===== config.mk =====
export PLATFORM = sky130hd
export DESIGN_NAME = mem_stage_ctrl
export DESIGN_NICKNAME = d
export VERILOG_FILES = /design/src/rtl/mem_stage_ctrl.sv
export SDC_FILE = /design/constraint.sdc
export NUM_CORES = 1
export LEC_CHECK = 0
export CORE_MARGIN = 4
export CORE_UTILIZATION = 41
export CTS_CLUSTER_DIAMETER = 50
export DETAILED_ROUTE_END_ITERATION = 12
export PLACE_DENSITY = 0.8
export SYNTH_ARGS = -nofsm -noshare
export SYNTH_HDL_FRONTEND = slang
export SYNTH_SLANG_ARGS = --single-unit

===== constraint.sdc =====
create_clock -name CLK -period 2.5 [get_ports CLK]
set_input_delay 0.5 -clock CLK [delete_from_list [all_inputs] [get_ports CLK]]
set_output_delay 0.5 -clock CLK [all_outputs]
set_load 0.1 [all_outputs]

===== src/rtl/mem_stage_ctrl.sv =====
// MEM-stage controller: resolves branch select, runs loads/stores over a req/ack
// data-memory bus with timeout, stalls the pipe while busy and registers MEM/WB.
module mem_stage_ctrl #(
  parameter int unsigned MAX_WAIT = 15
) (
  input  logic        CLK,
  input  logic        RST_N,
  input  logic        regWriteM,
  input  logic        MemToRegM,
  input  logic        MemWriteM,
  input  logic        BranchM,
  input  logic        ZeroM,
  input  logic [31:0] ALUOutM,
  input  logic [31:0] WriteDataM,
  input  logic [4:0]  WriteRegM,
  input  logic [31:0] PCBranchM,
  output logic        PCSrcM,
  output logic [31:0] PCBranchOut,
  output logic        StallM,
  output logic        dmem_req,
  output logic        dmem_we,
  output logic [31:0] dmem_addr,
  output logic [31:0] dmem_wdata,
  input  logic [31:0] dmem_rdata,
  input  logic        dmem_ack,
  output logic        regWriteW,
  output logic        MemToRegW,
  output logic [31:0] ReadDataW,
  output logic [31:0] ALUOutW,
  output logic [4:0]  WriteRegW,
  output logic        align_err,
  output logic        bus_err
);

  typedef enum logic {IDLE, BUSY} state_e;

  localparam logic [7:0] WAIT_LAST = 8'(MAX_WAIT - 1);

  state_e      state_q, state_d;
  logic [7:0]  wait_cnt_q, wait_cnt_d;
  logic        dmem_req_q, dmem_req_d;
  logic        dmem_we_q, dmem_we_d;
  logic [31:0] dmem_addr_q, dmem_addr_d;
  logic [31:0] dmem_wdata_q, dmem_wdata_d;
  logic        reg_write_w_q, reg_write_w_d;
  logic        mem_to_reg_w_q, mem_to_reg_w_d;
  logic [31:0] read_data_w_q, read_data_w_d;
  logic [31:0] alu_out_w_q, alu_out_w_d;
  logic [4:0]  write_reg_w_q, write_reg_w_d;
  logic        align_err_q, align_err_d;
  logic        bus_err_q, bus_err_d;
  logic        stall;

  logic memop, is_load, misaligned, wait_expired, wb_reg_write;

  // A combined load+store is executed as a store and never writes back.
  assign memop        = MemWriteM | MemToRegM;
  assign is_load      = MemToRegM & ~MemWriteM;
  assign wb_reg_write = regWriteM & ~(MemWriteM & MemToRegM);
  assign misaligned   = (ALUOutM[1:0] != 2'b00);
  assign wait_expired = (wait_cnt_q == WAIT_LAST);

  always_ff @(posedge CLK or negedge RST_N) begin
    if (!RST_N) state_q <= IDLE;
    else        state_q <= state_d;
  end

  always_comb begin
    state_d = state_q;
    unique case (state_q)
      IDLE: if (memop && !misaligned) state_d = BUSY;
      BUSY: if (dmem_ack || wait_expired) state_d = IDLE;
      default: state_d = IDLE;
    endcase
  end

  always_comb begin
    stall          = 1'b0;
    wait_cnt_d     = '0;
    dmem_req_d     = dmem_req_q;
    dmem_we_d      = dmem_we_q;
    dmem_addr_d    = dmem_addr_q;
    dmem_wdata_d   = dmem_wdata_q;
    reg_write_w_d  = 1'b0;
    mem_to_reg_w_d = 1'b0;
    read_data_w_d  = read_data_w_q;
    alu_out_w_d    = alu_out_w_q;
    write_reg_w_d  = write_reg_w_q;
    align_err_d    = 1'b0;
    bus_err_d      = 1'b0;
    unique case (state_q)
      IDLE: begin
        if (memop && misaligned) begin
          align_err_d    = 1'b1;
          mem_to_reg_w_d = is_load;
          alu_out_w_d    = ALUOutM;
          write_reg_w_d  = WriteRegM;
        end else if (memop) begin
          stall        = 1'b1;
          dmem_req_d   = 1'b1;
          dmem_we_d    = MemWriteM;
          dmem_addr_d  = ALUOutM;
          dmem_wdata_d = WriteDataM;
        end else begin
          reg_write_w_d  = regWriteM;
          mem_to_reg_w_d = MemToRegM;
          alu_out_w_d    = ALUOutM;
          write_reg_w_d  = WriteRegM;
        end
      end
      BUSY: begin
        // Ack takes priority over a timeout landing on the same edge.
        if (dmem_ack) begin
          dmem_req_d     = 1'b0;
          reg_write_w_d  = wb_reg_write;
          mem_to_reg_w_d = is_load;
          alu_out_w_d    = ALUOutM;
          write_reg_w_d  = WriteRegM;
          if (is_load) read_data_w_d = dmem_rdata;
        end else if (wait_expired) begin
          dmem_req_d     = 1'b0;
          bus_err_d      = 1'b1;
          mem_to_reg_w_d = is_load;
          alu_out_w_d    = ALUOutM;
          write_reg_w_d  = WriteRegM;
        end else begin
          stall      = 1'b1;
          wait_cnt_d = wait_cnt_q + 8'd1;
        end
      end
      default: ;
    endcase
  end

  always_ff @(posedge CLK or negedge RST_N) begin
    if (!RST_N) begin
      wait_cnt_q     <= '0;
      dmem_req_q     <= 1'b0;
      dmem_we_q      <= 1'b0;
      dmem_addr_q    <= '0;
      dmem_wdata_q   <= '0;
      reg_write_w_q  <= 1'b0;
      mem_to_reg_w_q <= 1'b0;
      read_data_w_q  <= '0;
      alu_out_w_q    <= '0;
      write_reg_w_q  <= '0;
      align_err_q    <= 1'b0;
      bus_err_q      <= 1'b0;
    end else begin
      wait_cnt_q     <= wait_cnt_d;
      dmem_req_q     <= dmem_req_d;
      dmem_we_q      <= dmem_we_d;
      dmem_addr_q    <= dmem_addr_d;
      dmem_wdata_q   <= dmem_wdata_d;
      reg_write_w_q  <= reg_write_w_d;
      mem_to_reg_w_q <= mem_to_reg_w_d;
      read_data_w_q  <= read_data_w_d;
      alu_out_w_q    <= alu_out_w_d;
      write_reg_w_q  <= write_reg_w_d;
      align_err_q    <= align_err_d;
      bus_err_q      <= bus_err_d;
    end
  end

  assign PCSrcM      = BranchM & ZeroM;
  assign PCBranchOut = PCBranchM;
  assign StallM      = stall;
  assign dmem_req    = dmem_req_q;
  assign dmem_we     = dmem_we_q;
  assign dmem_addr   = dmem_addr_q;
  assign dmem_wdata  = dmem_wdata_q;
  assign regWriteW   = reg_write_w_q;
  assign MemToRegW   = mem_to_reg_w_q;
  assign ReadDataW   = read_data_w_q;
  assign ALUOutW     = alu_out_w_q;
  assign WriteRegW   = write_reg_w_q;
  assign align_err   = align_err_q;
  assign bus_err     = bus_err_q;

endmodule

==> run metrics, run 1 <==
outcome=completed; Final nets=875; post-synth cell types=37; CP max stage delay=0.50 ns; sequential element share of the synthesized area=56.3%; Gate Count Post-Synth=520; Row Count=46; Clk pwr share=21.7%; HPWL after DPL=13,400 µm; Post-Syn Area=6580 µm²; Int Power=5.56 mW; Tcrit/Tclk final=96.3%; total leakage power=3.95 nW; YS warnings=0; cts hold-fix bufs=0; Residual DRC=0; clock-pin slew on the worst setup and hold paths=0.06 ns; Avg WL per Cell=19.3 µm; CP Capture Type=primary output; part of the power in registers=28.6%; worst-path maximum fanout=4; TritonCTS clock tree=yes; clock latency on the worst-skew pair=0.42 ns; cts bufs inserted=17; Fin Hold WS=0.0575 ns; Mapped Nets=663; synthesis-stage register bit count=148; share of cells above drive strength 1=38.7%; type of the tightest min-delay check=in2async; die width=135 µm; number of flops mapped to enable cells by yosys=0; Detail Route Antenna Nets=0; final setup vio count=0; number of clock sinks=148; PwrDens=1210 nW/µm²; Routed WL=18,500 µm; Max-Slew Margin vs Limit=61.5%; initial core utilization=41.5%; Slew @ Worst Pin=0.578 ns; Max Buffers Root-to-Sink=2; initial antenna violation count=0; Comb pwr share=49.7%; gr ovfl total=0; Area growth, synth to finish=41.0%; global-route wire length before repair=29,700 µm; GPL Wtd Cong=0.807; drt first pass iters=5; critical path required time=2.00 ns; final hold vios=0; die area=18,100 µm²; arrival time at the worst endpoint=1.91 ns; MaxCap Viol Count=0; min cycle time layout=2.41 ns; Ports=314; number of H-tree levels=4; GRT Util Overall=20.6%; P_sw=5.64 mW; CTS Root Buffer Type=clkbuf_16; Worst setup SP type=input port; Ant. Diodes=0; Syn Area/Cell=12.6 µm²; vias in the first global route=5,812; Switching Fraction=50.4%; vias post-DR=5,156; pin count of the biggest net entering global routing=64; Worst Clk Skew=0.00912 ns; PortBufs=249; f_max=0.415 GHz; Core Region=15,800 µm²; worst path cell trace=clkdlybuf4s50_1 > or3_1 > o21ai_4 > buf_12; max-slew violations=0; Die H=135 µm; utilization after layout=58.6%; Critical-path top delay cell=or3_1; Crit Path Class=in2out; ys flop type=dfrtp_1; ys async rst share=100%; 1st-iter DRT viols=322; Max VDD drop=0.754 mV; DR vias/cell=5.37
[state kept, by name (all words and copies together), names as in the netlist]
signal      flops
ALUOutW        32
MemToRegW       1
ReadDataW      32
WriteRegW       5
align_err       1
bus_err         1
dmem_addr      32
dmem_req        1
dmem_wdata     32
dmem_we         1
regWriteW       1
state_q         1
wait_cnt_q      8
[power groups by stage]
stage               Clock, mW  Combinational, mW  Sequential [mW]
global placement            0               5.54             3.21
CTS                      2.49               5.60             3.21
detailed placement          0               5.59             3.24
floorplan                   0              0.868             6.85
finish                   2.43               5.57             3.21
global route             2.59               5.71             3.26
[worst paths after layout]
| path | startpoint | endpoint | slack [ns] | cells after the start |
|---|---|---|---|---|
| min reg2reg | wait_cnt_q[0] | wait_cnt_q[0] | 0.48 | 1 |
| max in group asynchronous | RST_N | ALUOutW[0] | 1.64 | 2 |
| min in group CLK | wait_cnt_q[0] | wait_cnt_q[0] | 0.48 | 1 |
| min | RST_N | dmem_wdata[24] | 0.06 | 1 |
| max | ALUOutM[0] | StallM | 0.09 | 4 |
| max reg2reg | wait_cnt_q[0] | ALUOutW[30] | 0.37 | 7 |
[critical path: cells and delay by family]
kind	cells	cell delay, ns
compound gates	1	0.25
buf+inv	2	0.66
simple gates	1	0.50
[synth_stat cells, drive strengths merged, types with 2 or more instances]
cell | count | area, µm²
dfrtp | 148 | 3700
mux2 | 94 | 1060
o211ai | 74 | 556
buf | 50 | 442
nand3 | 40 | 200
o21ai | 40 | 204
clkbuf | 27 | 101
nor2 | 8 | 46.3
a21oi | 4 | 20.0
inv | 4 | 15.0
nand2 | 4 | 15.0
or3 | 4 | 25.0
nor2b | 3 | 18.8
ha | 2 | 25.0
nor3 | 2 | 10.0
o21a | 2 | 15.0
xor2 | 2 | 17.5
[what timing repair did]
action	in CTS	in global routing
gates resized for setup	1	1
pin swaps	1	1
gates cloned	0	0
buffers inserted	1	0
endpoints found under the setup margin	1	1
[cell usage in the layout, fill, tap and decap left out, types with 2 or more instances in the layout]
master,count
buf_12,5
nand2_1,4
o21ai_4,2
clkbuf_1,3
a21oi_1,4
xor2_1,2
or3_1,4
mux2_2,87
dfrtp_1,148
clkinv_2,2
buf_4,157
o21ai_0,38
ha_1,2
clkinvlp_4,2
nor2b_1,2
clkbuf_8,4
clkbuf_16,17
mux2_1,7
inv_1,4
o21a_1,2
nand3_1,40
clkdlybuf4s50_1,107
o211ai_1,74
nor2_1,6
[through the flow]
stage	power, mW	instances	cell area, µm²	TNS (ns)	setup slack, ns
after floorplan	7.72	520	6590	0	0.175
after CTS	11.3	960	9270	0	0.0521
after global routing	11.6	960	9280	-0.00666	-0.00666
final	11.2	960	9280	0	0.0913
after global placement	8.75	928	8690	0	0.0953
after detailed placement	8.84	928	8690	0	0.0671
[final cells by class]
type	count	area (µm²)
repair buffers	270	2360
clock inverters	7	72.6
flip-flops and latches	148	3700
fillers	1264	6550
well taps	216	270
inverters	4	15.0
clock buffers	24	492
multi-input cells	291	2360
[cell families after synthesis]
| family | Yosys count | synth area share, % |
|---|---|---|
| adder cells (fa/ha/maj) | 2 | 0.380 |
| buffers and inverters | 81 | 8.49 |
| AND/OR/NAND/NOR | 68 | 5.75 |
| AO/OA/AOI/OAI | 124 | 12.6 |
| XOR/XNOR | 3 | 0.400 |
| multiplexers | 94 | 16.1 |
| flip-flops | 148 | 56.3 |
[per-layer routing]
metal / vias up / GRT usage (%) / wire length, µm
met2: 266 / 34.9 / 9500
met4: 0 / 10.4 / 648
met1: 2548 / 22.8 / 6860
met5: - / 0 / 0
li1: 2290 / - / -
met3: 52 / 7.82 / 1540
(Power assumes the default switching activity.)
==> inputs of run 2 (changes only) <==
--- a/config.mk
+++ b/config.mk
@@ -6,10 +6,10 @@
 export NUM_CORES = 1
 export LEC_CHECK = 0
 export CORE_MARGIN = 4
-export CORE_UTILIZATION = 41
+export CORE_UTILIZATION = 44
 export CTS_CLUSTER_DIAMETER = 50
 export DETAILED_ROUTE_END_ITERATION = 12
-export PLACE_DENSITY = 0.8
+export PLACE_DENSITY = 0.85
 export SYNTH_ARGS = -nofsm -noshare
 export SYNTH_HDL_FRONTEND = slang
 export SYNTH_SLANG_ARGS = --single-unit
==> constraint.sdc (replaced) <==
create_clock -name CLK -period 2.8 [get_ports CLK]
set_input_delay 0.56 -clock CLK [delete_from_list [all_inputs] [get_ports CLK]]
set_output_delay 0.56 -clock CLK [all_outputs]
set_load 0.1 [all_outputs]
==> run metrics, run 2 (synthesized netlist as in run 1, its figures left out) <==
postcts setup bufs=0; f_max=0.383 GHz; CP Capture Type=primary output; initial core utilization=45.1%; Fillers=1,091; global-route wire length before repair=28,100 µm; Int Power=5.10 mW; PwrDens=1100 nW/µm²; die width=130 µm; Routed WL=18,400 µm; Final nets=871; GPL Wtd Cong=0.777; HPWL after DPL=13,200 µm; register area=3700 µm²; cts bufs inserted=17; P_sw=5.05 mW; Power, Total=10.2 mW; Ant. Diodes=0; final setup vio count=0; met3 WL=1690 µm; Row Count=44; vias post-DR=5,063; Area growth, synth to finish=40.7%; Fin Hold WS=0.140 ns; RSZ-0062 raised after global routing=false; area of the multi-input gates=2350 µm²; most frequent cells in the layout=152 x buf_4, 148 x dfrtp_1, 107 x clkdlybuf4s50_1; Worst setup SP type=flip-flop; Worst Clk Skew=0.00391 ns; gr ovfl total=0; Fin Setup TNS=0 ns; drt first pass iters=4; DR WL met2=9880 µm; DR vias/cell=5.47; min cycle time layout=2.61 ns; Crit Path Class=reg2out; post-CTS sizing=0; clock-pin slew on the worst setup and hold paths=0.06 ns; GRT Util Overall=21.5%; Max VDD drop=0.790 mV; max-slew violations=0; Residual DRC=0; type of the tightest min-delay check=in2async; Max-Slew Margin vs Limit=44.5%; outcome=completed; Switching Fraction=49.8%; final hold vios=0; DR top layer=met4; M1 WL=6340 µm; Max Buffers Root-to-Sink=2; Tcrit/Tclk final=93.2%; Slew @ Worst Pin=0.833 ns; initial antenna violation count=0; Ports=314; vias in the first global route=5,404; Comb pwr share=48.9%; Avg WL per Cell=19.9 µm; share of cells above drive strength 1=38.6%; clock latency on the worst-skew pair=0.41 ns; Detail Route Antenna Nets=0; number of H-tree levels=4; MaxCap Viol Count=0; part of the power in registers=28.2%; Clk pwr share=22.9%; 1st-iter DRT viols=237; pin count of the biggest net entering global routing=67; TritonCTS clock tree=yes; arrival time at the worst endpoint=2.05 ns; PortBufs=249; Core Region=14,600 µm²; cts hold-fix bufs=0; critical path required time=2.24 ns; die area=17,000 µm²; worst-path maximum fanout=9; total leakage power=3.94 nW; CTS Root Buffer Type=clkbuf_16; number of clock sinks=148; commonest non-fill, non-tap cell in the layout=buf_4; Die H=130 µm
==> run 2: cell types whose count changed in the layout (fill, tap and decap cells not counted), moves of 2 or more <==
cell / before / now
buf_4: 157 / 152
bufinv_16: 1 / 3
clkbuf_1: 3 / 1
clkbuf_8: 4 / 2
clkinvlp_4: 2 / 4
==> run 2: path summary, 6_finish.rpt <==
check	start	end	slack (ns)	cells past startpoint
max	wait_cnt_q[0]	StallM	0.19	6
min	RST_N	dmem_wdata[24]	0.14	1
max reg2reg	wait_cnt_q[0]	MemToRegW	0.55	7
min reg2reg	dmem_wdata[8]	dmem_wdata[8]	0.50	1
max in group asynchronous	RST_N	ReadDataW[20]	1.91	2
min in group CLK	dmem_wdata[8]	dmem_wdata[8]	0.50	1
==> run 2: critical path: stages (launching register included) <==
cell	delay, ns
dfrtp_1	0.41
inv_1	0.07
ha_1	0.12
or3b_1	0.40
o21ai_4	0.27
o21ai_2	0.16
buf_12	0.20
==> run 2: layout make-up <==
type,instances,share of cell area (%)
Clock buffer,20,4.94
Tap cell,184,2.49
Clock inverter,12,1.65
Multi-Input combinational cell,291,25.4
Sequential cell,148,40.0
Inverter,4,0.162
Timing Repair Buffer,266,25.3
==> run 2: power by group through the flow <==
stage                     Sequential, mW  Clock (mW)  Combinational, mW
after floorplan                     6.12           0              0.773
after global placement              2.86           0               4.94
after detailed placement            2.89           0               4.99
after CTS                           2.87        2.38               4.99
after global routing                2.91        2.47               5.09
final                               2.86        2.33               4.96
==> run 2: layer usage <==
metal | vias up | GRT usage (%)
met5 | - | 0
met2 | 229 | 37.9
met3 | 42 | 6.55
met4 | 0 | 9.23
met1 | 2510 | 23.9
li1 | 2282 | -
==> run 2: metrics by stage <==
stage	cells	utilization (%)	setup WS, ns	cell area, µm²
after floorplan	520	-	0.172	6580
after global placement	893	59.2	0.219	8640
after detailed placement	893	59.2	0.196	8640
after CTS	925	63.4	0.0710	9250
after global routing	925	63.4	0.0889	9250
final	925	63.4	0.189	9250
==> inputs of run 3 (changes only) <==
--- a/config.mk
+++ b/config.mk
@@ -5,8 +5,10 @@
 export SDC_FILE = /design/constraint.sdc
 export NUM_CORES = 1
 export LEC_CHECK = 0
+export CELL_PAD_IN_SITES_DETAIL_PLACEMENT = 0
+export CELL_PAD_IN_SITES_GLOBAL_PLACEMENT = 2
 export CORE_MARGIN = 4
-export CORE_UTILIZATION = 44
+export CORE_UTILIZATION = 27
 export CTS_CLUSTER_DIAMETER = 50
 export DETAILED_ROUTE_END_ITERATION = 12
 export PLACE_DENSITY = 0.85
==> run metrics, run 3 (synthesized netlist as in run 1, its figures left out) <==
outcome=completed; Core Region=23,700 µm²; total leakage power=3.95 nW; postcts setup bufs=0; Fin Hold WS=0.128 ns; P_sw=5.23 mW; Tcrit/Tclk final=96.4%; PortBufs=249; type of the tightest min-delay check=in2async; Row Count=56; Routed WL=19,900 µm; HPWL after DPL=13,900 µm; critical path required time=2.24 ns; M1 WL=8460 µm; TritonCTS clock tree=yes; flop-to-flop setup slack=0.45 ns; Crit Path Class=reg2out; Max VDD drop=0.663 mV; Avg WL per Cell=18.8 µm; Die H=164 µm; Worst Clk Skew=0.0105 ns; Worst setup SP type=flip-flop; share of cells above drive strength 1=39.2%; global-route wire length before repair=30,700 µm; Cell Area, Placed=8840 µm²; Area growth, synth to finish=43.2%; cts hold-fix bufs=0; DR WL met2=9910 µm; initial core utilization=27.8%; GPL Wtd Cong=0.685; Max-Slew Margin vs Limit=58.3%; arrival time at the worst endpoint=2.14 ns; worst-path maximum fanout=9; DR top layer=met4; gr ovfl total=0; commonest non-fill, non-tap cell in the layout=buf_4; number of H-tree levels=4; CTS Root Buffer Type=clkbuf_16; cts bufs inserted=17; MaxCap Viol Count=0; Ports=314; met3 WL=1380 µm; Comb pwr share=49.5%; Detail Route Antenna Nets=0; most frequent cells in the layout=151 x buf_4, 148 x dfrtp_1, 107 x clkdlybuf4s50_1; 1st-iter DRT viols=214; die width=164 µm; Switching Fraction=52.0%; f_max=0.371 GHz; Final nets=872; CP Capture Type=primary output; final hold vios=0; initial antenna violation count=0; number of clock sinks=148; Clk pwr share=22.3%; final setup vio count=0; Int Power=4.83 mW; clock latency on the worst-skew pair=0.42 ns; die area=26,900 µm²; GRT Util Overall=14.7%; setup ws final=0.102 ns; design area=9410 µm²; PwrDens=1070 nW/µm²; vias in the first global route=5,248; post-CTS sizing=1; RSZ-0062 raised after global routing=false; pre-CTS setup slack=0.212 ns; drt first pass iters=4; vias post-DR=4,937; clock-pin slew on the worst setup and hold paths=0.07 ns; Placed Cells=1,029; min cycle time layout=2.70 ns; part of the power in registers=28.2%; max-slew violations=0; post-route non-filler standard cell count=1,061; Max Buffers Root-to-Sink=2; Fin Setup TNS=0 ns; Residual DRC=0; pin count of the biggest net entering global routing=65; Ant. Diodes=0; DR vias/cell=4.65; Slew @ Worst Pin=0.625 ns
run 3: cell types whose count changed in the layout (fill, tap and decap cells not counted), moves of 2 or more:
| cell | change |
|---|---|
| inv_8 | +5 |
| bufinv_16 | -3 |
| buf_12 | +2 |
| clkbuf_8 | -2 |
| clkinvlp_4 | -2 |
| inv_6 | +2 |
run 3: critical path, stage by stage (launching register included):
cell and delay, ns:
dfrtp_1 0.41, inv_1 0.07, ha_1 0.14, or3b_2 0.49, o21ai_4 0.29, o21ai_2 0.15
buf_12 0.19
run 3: through the flow:
step	util (%)	power, mW
floorplan	-	6.89
detailed placement	37.3	7.90
CTS	39.8	10.2
global placement	37.3	7.86
finish	39.8	10.1
global route	39.8	10.4
run 3: final cells by class:
cell class                      instances  area (µm²)
Fill cell                            2372       14300
Sequential cell                       148        3700
Timing Repair Buffer                  267        2380
Multi-Input combinational cell        291        2350
Clock buffer                           17         425
Tap cell                              319         399
Clock inverter                         15         141
Inverter                                4        15.0
run 3: power groups by stage:
stage / registers, mW / clock network (mW) / logic, mW
6_report: 2.84 / 2.25 / 4.98
5_1_grt: 2.90 / 2.42 / 5.12
4_1_cts: 2.84 / 2.32 / 5.02
3_5_place_dp: 2.88 / 0 / 5.02
3_3_place_gp: 2.86 / 0 / 5.00
2_1_floorplan: 6.12 / 0 / 0.773
run 3: layer usage:
metal	global-route usage (%)	vias up
met5	0	-
met4	3.24	0
met3	4.74	15
met2	24.2	162
met1	18.8	2479
li1	-	2281
run 3: worst paths after layout:
| kind | start | end | cells past startpoint |
|---|---|---|---|
| setup / recovery | wait_cnt_q[0] | StallM | 6 |
| hold / removal | RST_N | dmem_wdata[31] | 1 |
| setup reg to reg | wait_cnt_q[0] | MemToRegW | 7 |
| hold reg to reg | wait_cnt_q[0] | wait_cnt_q[0] | 1 |
| max in group asynchronous | RST_N | WriteRegW[0] | 2 |
| min in group CLK | wait_cnt_q[0] | wait_cnt_q[0] | 1 |
==> RTL change: new RTL, settings of run 1 <==
Take the reset off `dmem_addr_q`, `dmem_wdata_q` and `read_data_w_q` and load them in a clocked block of their own.
--- a/src/rtl/mem_stage_ctrl.sv
+++ b/src/rtl/mem_stage_ctrl.sv
@@ -138,9 +138,6 @@
       dmem_req_q     <= 1'b0;
       dmem_we_q      <= 1'b0;
-      dmem_addr_q    <= '0;
-      dmem_wdata_q   <= '0;
       reg_write_w_q  <= 1'b0;
       mem_to_reg_w_q <= 1'b0;
-      read_data_w_q  <= '0;
       alu_out_w_q    <= '0;
       write_reg_w_q  <= '0;
@@ -151,9 +148,6 @@
       dmem_req_q     <= dmem_req_d;
       dmem_we_q      <= dmem_we_d;
-      dmem_addr_q    <= dmem_addr_d;
-      dmem_wdata_q   <= dmem_wdata_d;
       reg_write_w_q  <= reg_write_w_d;
       mem_to_reg_w_q <= mem_to_reg_w_d;
-      read_data_w_q  <= read_data_w_d;
       alu_out_w_q    <= alu_out_w_d;
       write_reg_w_q  <= write_reg_w_d;
@@ -161,4 +155,10 @@
       bus_err_q      <= bus_err_d;
     end
+  end
+
+  always_ff @(posedge CLK) begin
+    dmem_addr_q   <= dmem_addr_d;
+    dmem_wdata_q  <= dmem_wdata_d;
+    read_data_w_q <= read_data_w_d;
   end
 
Function: changed (a bounded check fails within 4 cycles, from zero or initial values and one cycle with RST_N low).
==> RTL change against run 1 <==
- clock skew is 0.0040 ns higher
- setup slack better by 0.071 ns
- non-clock buffer count is 2 lower
- area after synthesis is 10% lower
- die area is 9.6% lower
- wire length is 5.1% lower
- final cell count is 13% lower
- sequential cell count stayed put
- design area is 5.8% lower
- largest cell class unchanged
Power is not compared: it rests on default switching activity, and its combinational part moved more than twofold at a synthesized area within 25%.
==> RTL change: results (changes against run 1) <==
status finished clean; post-synth cell types 38 (+2.7%); Plain + repair buffers 268 (-0.74%); async set or reset register ratio after synthesis 0.351 (-0.649); largest net degree at the start of global routing 65 (+1.6%); Worst Max-Slew Pin Slew 0.624 ns (+0.0467 ns); WL/cell 21.1 um (+9.3%); crit-path max FO 2 (-2); worst skew pair latency 0.42 ns (about the same); number of flops mapped to enable cells by yosys 96 (+96); Placed Cells 800 (-14%); Setup Skew 0.0131 ns (+0.00398 ns); clock network area share 0.0710 (+0.0102); synth top area cells edfxtp_1 (49%), dfrtp_1 (22%), o211ai_1 (8.4%); Syn Inst Count 416 (-20%); Multi-input comb cells 201 (-31%); most instantiated cells after synthesis edfxtp_1 (96), o211ai_1 (66), dfrtp_1 (52), nand3_1 (41), o21ai_0 (40); vias in the first global route 4,626 (-20%); layout cells sized above 1 0.326 (-0.0614); Finished Layout Cells 834 (-13%); sequential cell area 4180 um2 (+13%); Non-Clock Inverter Count 5 (+1); final core utilization 0.624 (+0.0384); Tot GR Track Use 0.212 (+0.00555); Core Area 14,000 um2 (-12%); Filler cells 1,026 (-19%); Placed Area 8090 um2 (-6.9%); Critical Path AT 1.84 ns (-0.07 ns); Syn Nets 559 (-16%); area occupied by multi-input gates 1360 um2 (-43%); RePlAce Congestion 0.820 (+1.7%); Via density 5.49 (+2.2%)
==> RTL change: cell types whose count changed after synthesis, moves of 7 or more <==
cell      delta
dfrtp_1     -96
edfxtp_1    +96
mux2_2      -87
o211ai_2     +9
clkbuf_1     -8
o211ai_1     -8
mux2_1       -7
==> RTL change: kinds of logic (layout without fill, tap and decap cells) <==
group,count (synthesis),after routing,share of synthesized area
flops,148,148,0.708
compound gates,126,126,0.152
simple gates,70,70,0.0635
buf+inv,67,305,0.0676
xor+xnor,3,3,0.00445
fa+ha+maj,2,2,0.00423
==> RTL change: final timing paths <==
kind / from / to / slack, ns / depth (start not counted)
worst max-delay path: wait_cnt_q[0] / StallM / 0.16 / 6
worst min-delay path: RST_N / ALUOutW[31] / 0.09 / 1
max in group asynchronous: RST_N / ALUOutW[27] / 1.84 / 2
worst min register to register: wait_cnt_q[0] / wait_cnt_q[0] / 0.54 / 2
min in group CLK: wait_cnt_q[0] / wait_cnt_q[0] / 0.54 / 2
worst max register to register: wait_cnt_q[0] / ALUOutW[16] / 0.74 / 6
==> RTL change: metal layers <==
| metal | GRT usage | share of wire |
|---|---|---|
| met1 | 0.242 | 0.35 |
| met2 | 0.378 | 0.54 |
| met3 | 0.0596 | 0.084 |
| met4 | 0.0774 | 0.020 |
| met5 | 0 | 0 |
==> RTL change: critical path: stages, from the launching register on <==
cell and delay, ns:
dfrtp_1 0.38, inv_1 0.06, ha_1 0.14, or3b_4 0.38, o21ai_2 0.19, nand2_2 0.10, buf_12 0.18
==> RTL change: timing repair <==
item                                    4_1_cts  5_1_grt
setup buffers                                 0        2
gates resized for setup                       0        2
endpoints found under the hold margin         0        0
endpoints found under the setup margin        0        1
